**src/rtl/rf_write_arbiter_if.sv**
```systemverilog
// rf_write_arbiter_if: requester, freeze, read-address and register-file write bus of the write arbiter
//   req0_*/req1_*  : valid/addr/data in, ready out (0 = ALU writeback, 1 = memory-load writeback)
//   hold           : controller freeze, no register-file write while high
//   ra1/ra2        : read addresses currently presented to the register file
//   we/wa3/wd3     : register-file write port
//   haz1/haz2      : read address matches the staged, uncommitted write
interface rf_write_arbiter_if #(
    parameter int AW = 3,
    parameter int DW = 16
);
    logic          req0_valid;
    logic [AW-1:0] req0_addr;
    logic [DW-1:0] req0_data;
    logic          req0_ready;
    logic          req1_valid;
    logic [AW-1:0] req1_addr;
    logic [DW-1:0] req1_data;
    logic          req1_ready;
    logic          hold;
    logic [AW-1:0] ra1;
    logic [AW-1:0] ra2;
    logic          we;
    logic [AW-1:0] wa3;
    logic [DW-1:0] wd3;
    logic          haz1;
    logic          haz2;
    modport slave (
        input  req0_valid, req0_addr, req0_data, req1_valid, req1_addr, req1_data, hold, ra1, ra2,
        output req0_ready, req1_ready, we, wa3, wd3, haz1, haz2
    );
    modport master (
        output req0_valid, req0_addr, req0_data, req1_valid, req1_addr, req1_data, hold, ra1, ra2,
        input  req0_ready, req1_ready, we, wa3, wd3, haz1, haz2
    );
endinterface

```
**src/rtl/rf_write_arbiter.sv**
```systemverilog
// rf_write_arbiter: two-requester register-file write arbiter with a one-entry stage and read hazard flags
//   clk_i : clock, all state updates on the rising edge
//   rst_i : synchronous active-high reset, discards any staged write
//   bus   : rf_write_arbiter_if slave (requesters, hold, read addresses, write port, hazard flags)
module rf_write_arbiter #(
    parameter int AW = 3,
    parameter int DW = 16
) (
    input logic clk_i,
    input logic rst_i,
    rf_write_arbiter_if.slave bus
);
    logic          sv_q, sv_d, prio_q, prio_d;
    logic [AW-1:0] sa_q, sa_d;
    logic [DW-1:0] sd_q, sd_d;
    logic          free, win0, win1, acc;
    always_comb begin
        // stage can take a new write when empty or when its entry commits this cycle
        free = !sv_q || !bus.hold;
        win0 = bus.req0_valid && (!bus.req1_valid || !prio_q);
        win1 = bus.req1_valid && (!bus.req0_valid || prio_q);
        bus.req0_ready = win0 && free && !rst_i;
        bus.req1_ready = win1 && free && !rst_i;
        acc = bus.req0_ready || bus.req1_ready;
        sv_d = acc || (sv_q && bus.hold);
        sa_d = acc ? (win1 ? bus.req1_addr : bus.req0_addr) : sa_q;
        sd_d = acc ? (win1 ? bus.req1_data : bus.req0_data) : sd_q;
        // the requester just served loses preference
        prio_d = acc ? win0 : prio_q;
    end
    assign bus.we   = sv_q && !bus.hold;
    assign bus.wa3  = sa_q;
    assign bus.wd3  = sd_q;
    assign bus.haz1 = sv_q && (bus.ra1 == sa_q);
    assign bus.haz2 = sv_q && (bus.ra2 == sa_q);
    always_ff @(posedge clk_i) begin
        if (rst_i) begin
            sv_q   <= 1'b0;
            sa_q   <= '0;
            sd_q   <= '0;
            prio_q <= 1'b0;
        end else begin
            sv_q   <= sv_d;
            sa_q   <= sa_d;
            sd_q   <= sd_d;
            prio_q <= prio_d;
        end
    end
endmodule

```
**src/flat_wrapper.sv**
```systemverilog
// flat-port wrapper written by rule: the top's interface ports become plain ports
module rf_write_arbiter_flat 
#(
    parameter int AW = 3,
    parameter int DW = 16
)
  (clk_i, rst_i, bus_req0_valid, bus_req0_addr, bus_req0_data, bus_req1_valid, bus_req1_addr, bus_req1_data, bus_hold, bus_ra1, bus_ra2, bus_req0_ready, bus_req1_ready, bus_we, bus_wa3, bus_wd3, bus_haz1, bus_haz2);
  rf_write_arbiter_if #(.AW(AW), .DW(DW)) bus_i ();
  input logic clk_i;
  input logic rst_i;
  input wire logic [$bits(bus_i.req0_valid)-1:0] bus_req0_valid;
  input wire logic [$bits(bus_i.req0_addr)-1:0] bus_req0_addr;
  input wire logic [$bits(bus_i.req0_data)-1:0] bus_req0_data;
  input wire logic [$bits(bus_i.req1_valid)-1:0] bus_req1_valid;
  input wire logic [$bits(bus_i.req1_addr)-1:0] bus_req1_addr;
  input wire logic [$bits(bus_i.req1_data)-1:0] bus_req1_data;
  input wire logic [$bits(bus_i.hold)-1:0] bus_hold;
  input wire logic [$bits(bus_i.ra1)-1:0] bus_ra1;
  input wire logic [$bits(bus_i.ra2)-1:0] bus_ra2;
  output wire logic [$bits(bus_i.req0_ready)-1:0] bus_req0_ready;
  output wire logic [$bits(bus_i.req1_ready)-1:0] bus_req1_ready;
  output wire logic [$bits(bus_i.we)-1:0] bus_we;
  output wire logic [$bits(bus_i.wa3)-1:0] bus_wa3;
  output wire logic [$bits(bus_i.wd3)-1:0] bus_wd3;
  output wire logic [$bits(bus_i.haz1)-1:0] bus_haz1;
  output wire logic [$bits(bus_i.haz2)-1:0] bus_haz2;
  assign bus_i.req0_valid = bus_req0_valid;
  assign bus_i.req0_addr = bus_req0_addr;
  assign bus_i.req0_data = bus_req0_data;
  assign bus_i.req1_valid = bus_req1_valid;
  assign bus_i.req1_addr = bus_req1_addr;
  assign bus_i.req1_data = bus_req1_data;
  assign bus_i.hold = bus_hold;
  assign bus_i.ra1 = bus_ra1;
  assign bus_i.ra2 = bus_ra2;
  assign bus_req0_ready = bus_i.req0_ready;
  assign bus_req1_ready = bus_i.req1_ready;
  assign bus_we = bus_i.we;
  assign bus_wa3 = bus_i.wa3;
  assign bus_wd3 = bus_i.wd3;
  assign bus_haz1 = bus_i.haz1;
  assign bus_haz2 = bus_i.haz2;
  rf_write_arbiter #(.AW(AW), .DW(DW)) u_core (.clk_i(clk_i), .rst_i(rst_i), .bus(bus_i));
endmodule
```
**config.mk**
```make
export PLATFORM = sky130hd
export DESIGN_NAME = rf_write_arbiter_flat
export DESIGN_NICKNAME = d
export VERILOG_FILES = /design/src/rtl/rf_write_arbiter_if.sv /design/src/rtl/rf_write_arbiter.sv /design/src/flat_wrapper.sv
export SDC_FILE = /design/constraint.sdc
export NUM_CORES = 1
export LEC_CHECK = 0
export ABC_CLOCK_PERIOD_IN_PS = 1400
export BUFFER_PORTS_ARGS = -buffer_cell sky130_fd_sc_hd__clkbuf_2
export CORE_MARGIN = 2
export CORE_UTILIZATION = 40
export DETAILED_ROUTE_END_ITERATION = 16
export PLACE_DENSITY = 0.78
export SYNTH_ARGS = -nofsm -noshare
export SYNTH_HDL_FRONTEND = slang
export SYNTH_SLANG_ARGS = --single-unit
export TNS_END_PERCENT = 1
```
**constraint.sdc**
```tcl
create_clock -name clk_i -period 1.4 [get_ports clk_i]
set_input_delay 0.21 -clock clk_i [delete_from_list [all_inputs] [get_ports clk_i]]
set_output_delay 0.21 -clock clk_i [all_outputs]
set_load 0.02 [all_outputs]
```
== Yosys cells after proc, flatten, opt, wreduce, memory -nomap -nowiden ==
Cells that the tools add are included.
W data, S select, Z words.

* Register bits: 21
* Input port bits: 49
* Output and inout port bits: 24
* Logic and storage cells: 29

* Equal/unequal tests: 2
* Multiplexer cells: 2
* Reduce and logical (&&, ||, !) cells: 21

{| class="wikitable"
|+ Operators with widths
! kind !! number
|-
| $mux W16 || 1
|-
| $logic_and A1 B1 Y1 || 10
|-
| $eq A3 B3 Y1 || 2
|-
| $logic_not A1 Y1 || 6
|-
| $logic_or A1 B1 Y1 || 5
|-
| $mux W3 || 1
|}

== Depth between registers and ports, before layout ==
* Word-level depth: 7
* Depth in mapped cells: 4
* Depth with buffers taken out: 3

== Worst setup path before layout ==
OpenSTA, ideal clock, no wires.

* Kind: register -> output
* From: reg u_core.sa_q[0] (netlist: u_core.bus.wa3[0])
* To: out bus_haz1
* Data arrival time: 1.158 ns
* Required time: 1.190 ns
* Setup slack: 0.032 ns
* Cell stages (with the launch flop): 4
* Path buffers: 0
* Cells stage by stage: dfxtp_1 xnor2_1 nand2_1 nor3_1

* Cells in the longest elaborated chain, start to end: 2

{| class="wikitable"
|+ RTL lines
! what !! RTL line !! text
|-
| start: declaration || rf_write_arbiter.sv:14 || <nowiki>logic [AW-1:0] sa_q, sa_d;</nowiki>
|-
| start signal: assignment || rf_write_arbiter.sv:39 || <nowiki>sa_q <= '0;</nowiki>
|-
| start signal: assignment || rf_write_arbiter.sv:44 || <nowiki>sa_q <= sa_d;</nowiki>
|-
| $eq A3 B3 Y1 || rf_write_arbiter.sv:34 || <nowiki>assign bus.haz1 = sv_q && (bus.ra1 == sa_q);</nowiki>
|-
| $logic_and A1 B1 Y1 || rf_write_arbiter.sv:34 ||
|-
| end: declaration || flat_wrapper.sv:25 || <nowiki>output wire logic [$bits(bus_i.haz1)-1:0] bus_haz1;</nowiki>
|}

No other way between the ends.

== Final worst setup path ==
* From: reg u_core.sa_q[2] (netlist: u_core.bus.wa3[2])
* To: out bus_haz2

* Cells in the longest elaborated chain, start to end: 2

{| class="wikitable"
|+ RTL lines
! what !! RTL line !! text
|-
| $eq A3 B3 Y1 || rf_write_arbiter.sv:35 || <nowiki>assign bus.haz2 = sv_q && (bus.ra2 == sa_q);</nowiki>
|-
| $logic_and A1 B1 Y1 || rf_write_arbiter.sv:35 ||
|-
| end: declaration || flat_wrapper.sv:26 || <nowiki>output wire logic [$bits(bus_i.haz2)-1:0] bus_haz2;</nowiki>
|}

No other way between the ends.

==> results.toml <==
[sta]
tightest_slew_ps = 480.6
slew_headroom_pct = 67.91
fin_crit_sh_pct = 103.0
rsz0062_at_grt = "yes"
skew_ps = 1.307
period_needed_ps = 1442
setup_ws_ps = -41.98
hold_viol = 0
finalSetupViolCount = 1
finalMaxSlewViolations = 0
fmax_mhz = 693.5

[drt]
post-route-drc-count = 0
firstDrtPassIters = 4
finalWirelength_mm = 2.860
routed_via_density = 5.131
vias = 1098
drt-initial-drc-count = 15
wire_per_inst_um = 13.36
ant_nets = 0

[clock_tree]
clk_path_buf_depth = 2
cts_buffers = 3
clk_pin_slew_ps = 110
hold_buffers = 0
clock_sinks = 21
cts.htree.levels = 1
clock_latency_ps = 300
root_buffer = "clkbuf_4"
cts_tree = "done"

[synth]
yosysWarnings = 0
synth.area.top_cells = "dfxtp_1 40%, o221a_1 21%, a21oi_1 9.1%"
yosysSeqAreaShare_pct = 40.29
synth_area_leader_cell = "dfxtp_1"
syn_nets = 158
synth_top_family_by_area = "compound AO/OA/AOI/OAI gates"
synth_fa_ha_area_share_pct = 0
synth_cell_types = 17
synth-xor-area-share_pct = 5.036
yosysTopAreaCellShare_pct = 40.29
syn_area_per_cell_um2 = 9.573
synth_compound_area_share_pct = 36.69
synthCells = 109
ys_ff_latch = 21
synthMuxAreaShare_pct = 0
synth-simple-area-share_pct = 4.676
syn_area_um2 = 1044

[run_status]
violations = "setup timing"
outcome = "finished with violations"

[layout]
n_antenna_cell = 0
nNetsFinal = 234
area_growth_pct = 45.56
drive_gt1_share_pct = 51.09
finalNonFillerCells = 214

[global_route]
grt_pass1_vias = 974
grt_usage_pct = 18.37
antenna_found_initial = 0
grt_max_degree = 24
globalRouteOverflowTotal = 0
grt_pass1_wl_mm = 3.967

[pwr]
powerDensity_nw_per_um2 = 954.9
vdd_drop_max_v = 0.0005814
cellLeakagePower_nw = 0.7522

[placement]
dp_hpwl_mm = 2.139
placedCellCount = 208
gp_congestion = 0.6423
post-place-ws_ps = 95.09
io_buffers = 72

[worst_setup_path]
critical_path.max_fanout = 4
max_stage_delay_ps = 360
end_kind = "primary output"
crit_path_start_kind = "flop"
critPathRequiredTime_ps = 1190
cp_cell_sequence = "xor2_1, nor3_2, buf_4"
critPathSlowestCell = "dfxtp_2"
worstSetupPathType = "flop to primary output"
worst_ep_arrival_time_ps = 1230

[die]
io_pins = 73
core_region_area_um2 = 2477
die_h_um = 55.08
rows = 18
die_area_um2 = 3033
die_x_um = 55.08
initial_utilization_pct = 42.12

[run]
cap_violations = 0

[hold_path]
hold_class = "input pin to flop"
==> cell type report <==
cell class / instances / area, um2
Clock buffer: 4 / 26.28
Fill cell: 227 / 958.4
Inverter: 20 / 75.07
Multi-Input combinational cell: 61 / 524.3
Sequential cell: 21 / 427.9
Tap cell: 30 / 37.54
Timing Repair Buffer: 78 / 427.9
==> repair_timing <==
| action | in CTS | in global routing |
|---|---|---|
| setup buffers | 2 | 0 |
| resized for setup | 13 | 7 |
| endpoints found under the setup margin | 4 | 5 |
| endpoints found under the hold margin | 0 | 0 |
| pin swaps | 1 | 1 |
==> synthesized netlist by cell type <==
cell        n
buf_6       5
a21oi_1    19
a21boi_2    2
a211oi_1    2
nand2_2     1
inv_1      20
xor2_1      4
nand2_1     3
clkbuf_1    2
o21ai_2     1
nor2_1      4
xnor2_1     2
o2bb2ai_4   1
nor2b_1     1
nor3_1      2
o221a_1    19
dfxtp_1    21
==> kinds of logic after synthesis <==
| kind of cell | Yosys count |
|---|---|
| xor gates and xnor gates | 6 |
| and+or+nand+nor | 11 |
| AOI/OAI and AO/OA | 44 |
| DFF | 21 |
| buffers and inverters | 27 |
==> flip-flops by register name, indices dropped and copies added, names as in the netlist <==
name / cells
u_core.sv_q: 1
u_core.prio_q: 1
u_core.bus.wa3: 3
u_core.bus.wd3: 16
==> through the flow <==
stage               hold slack [ps]  area (um2)  setup TNS [ps]  total power, W  util (%)
floorplan                     330.6        1044               0       0.0009689         -
global placement              468.4        1420               0        0.001121     57.32
detailed placement            479.7        1420               0        0.001138     57.32
CTS                           156.4        1509          -40.15        0.001451     60.91
global route                  156.5        1519          -268.1        0.001521     61.31
finish                        159.2        1519          -41.98        0.001451     61.31
==> critical path, delay by kind of cell, from the launching register on <==
| kind | cells | cell delay [ps] |
|---|---|---|
| buffers and inverters | 1 | 170 |
| and+or+nand+nor | 1 | 210 |
| xor gates and xnor gates | 1 | 180 |
| DFF | 1 | 360 |
==> cell usage in the layout, fill, tap and decap left out <==
cell	count
a211oi_1	2
a21boi_2	1
a21boi_4	1
a21oi_1	19
buf_12	1
buf_2	1
buf_4	9
clkbuf_1	1
clkbuf_2	67
clkbuf_4	3
dfxtp_1	17
dfxtp_2	3
dfxtp_4	1
inv_1	20
nand2_1	3
nand2_2	1
nor2_1	4
nor2b_1	1
nor3_2	2
o21ai_4	1
o221a_1	19
o2bb2ai_4	1
xnor2_2	2
xor2_1	4
==> report_power, final <==
group	switching, W	internal (W)
clock network	0.000181	0.000111
logic	0.000249	0.000209
registers	0.0000415	0.000658
total	0.000472	0.000979
==> final timing paths <==
path,start,endpoint,slack (ps),depth (start not counted)
min,bus_req1_data[15],u_core.bus.wd3[15],160,2
max,u_core.bus.wa3[2],bus_haz2,-40,3
min reg2reg,u_core.bus.wd3[14],u_core.bus.wd3[14],560,3
max reg2reg,u_core.sv_q,u_core.bus.wa3[1],140,5
==> layer usage <==
layer	vias to the layer above	routed length (um)	track usage (%)
met5	-	0	0
met4	0	16	7.724
met3	2	336	4.301
met2	69	1342	31.75
met1	486	1165	21.65
li1	541	-	-
Power figures use the tool's default switching activity.
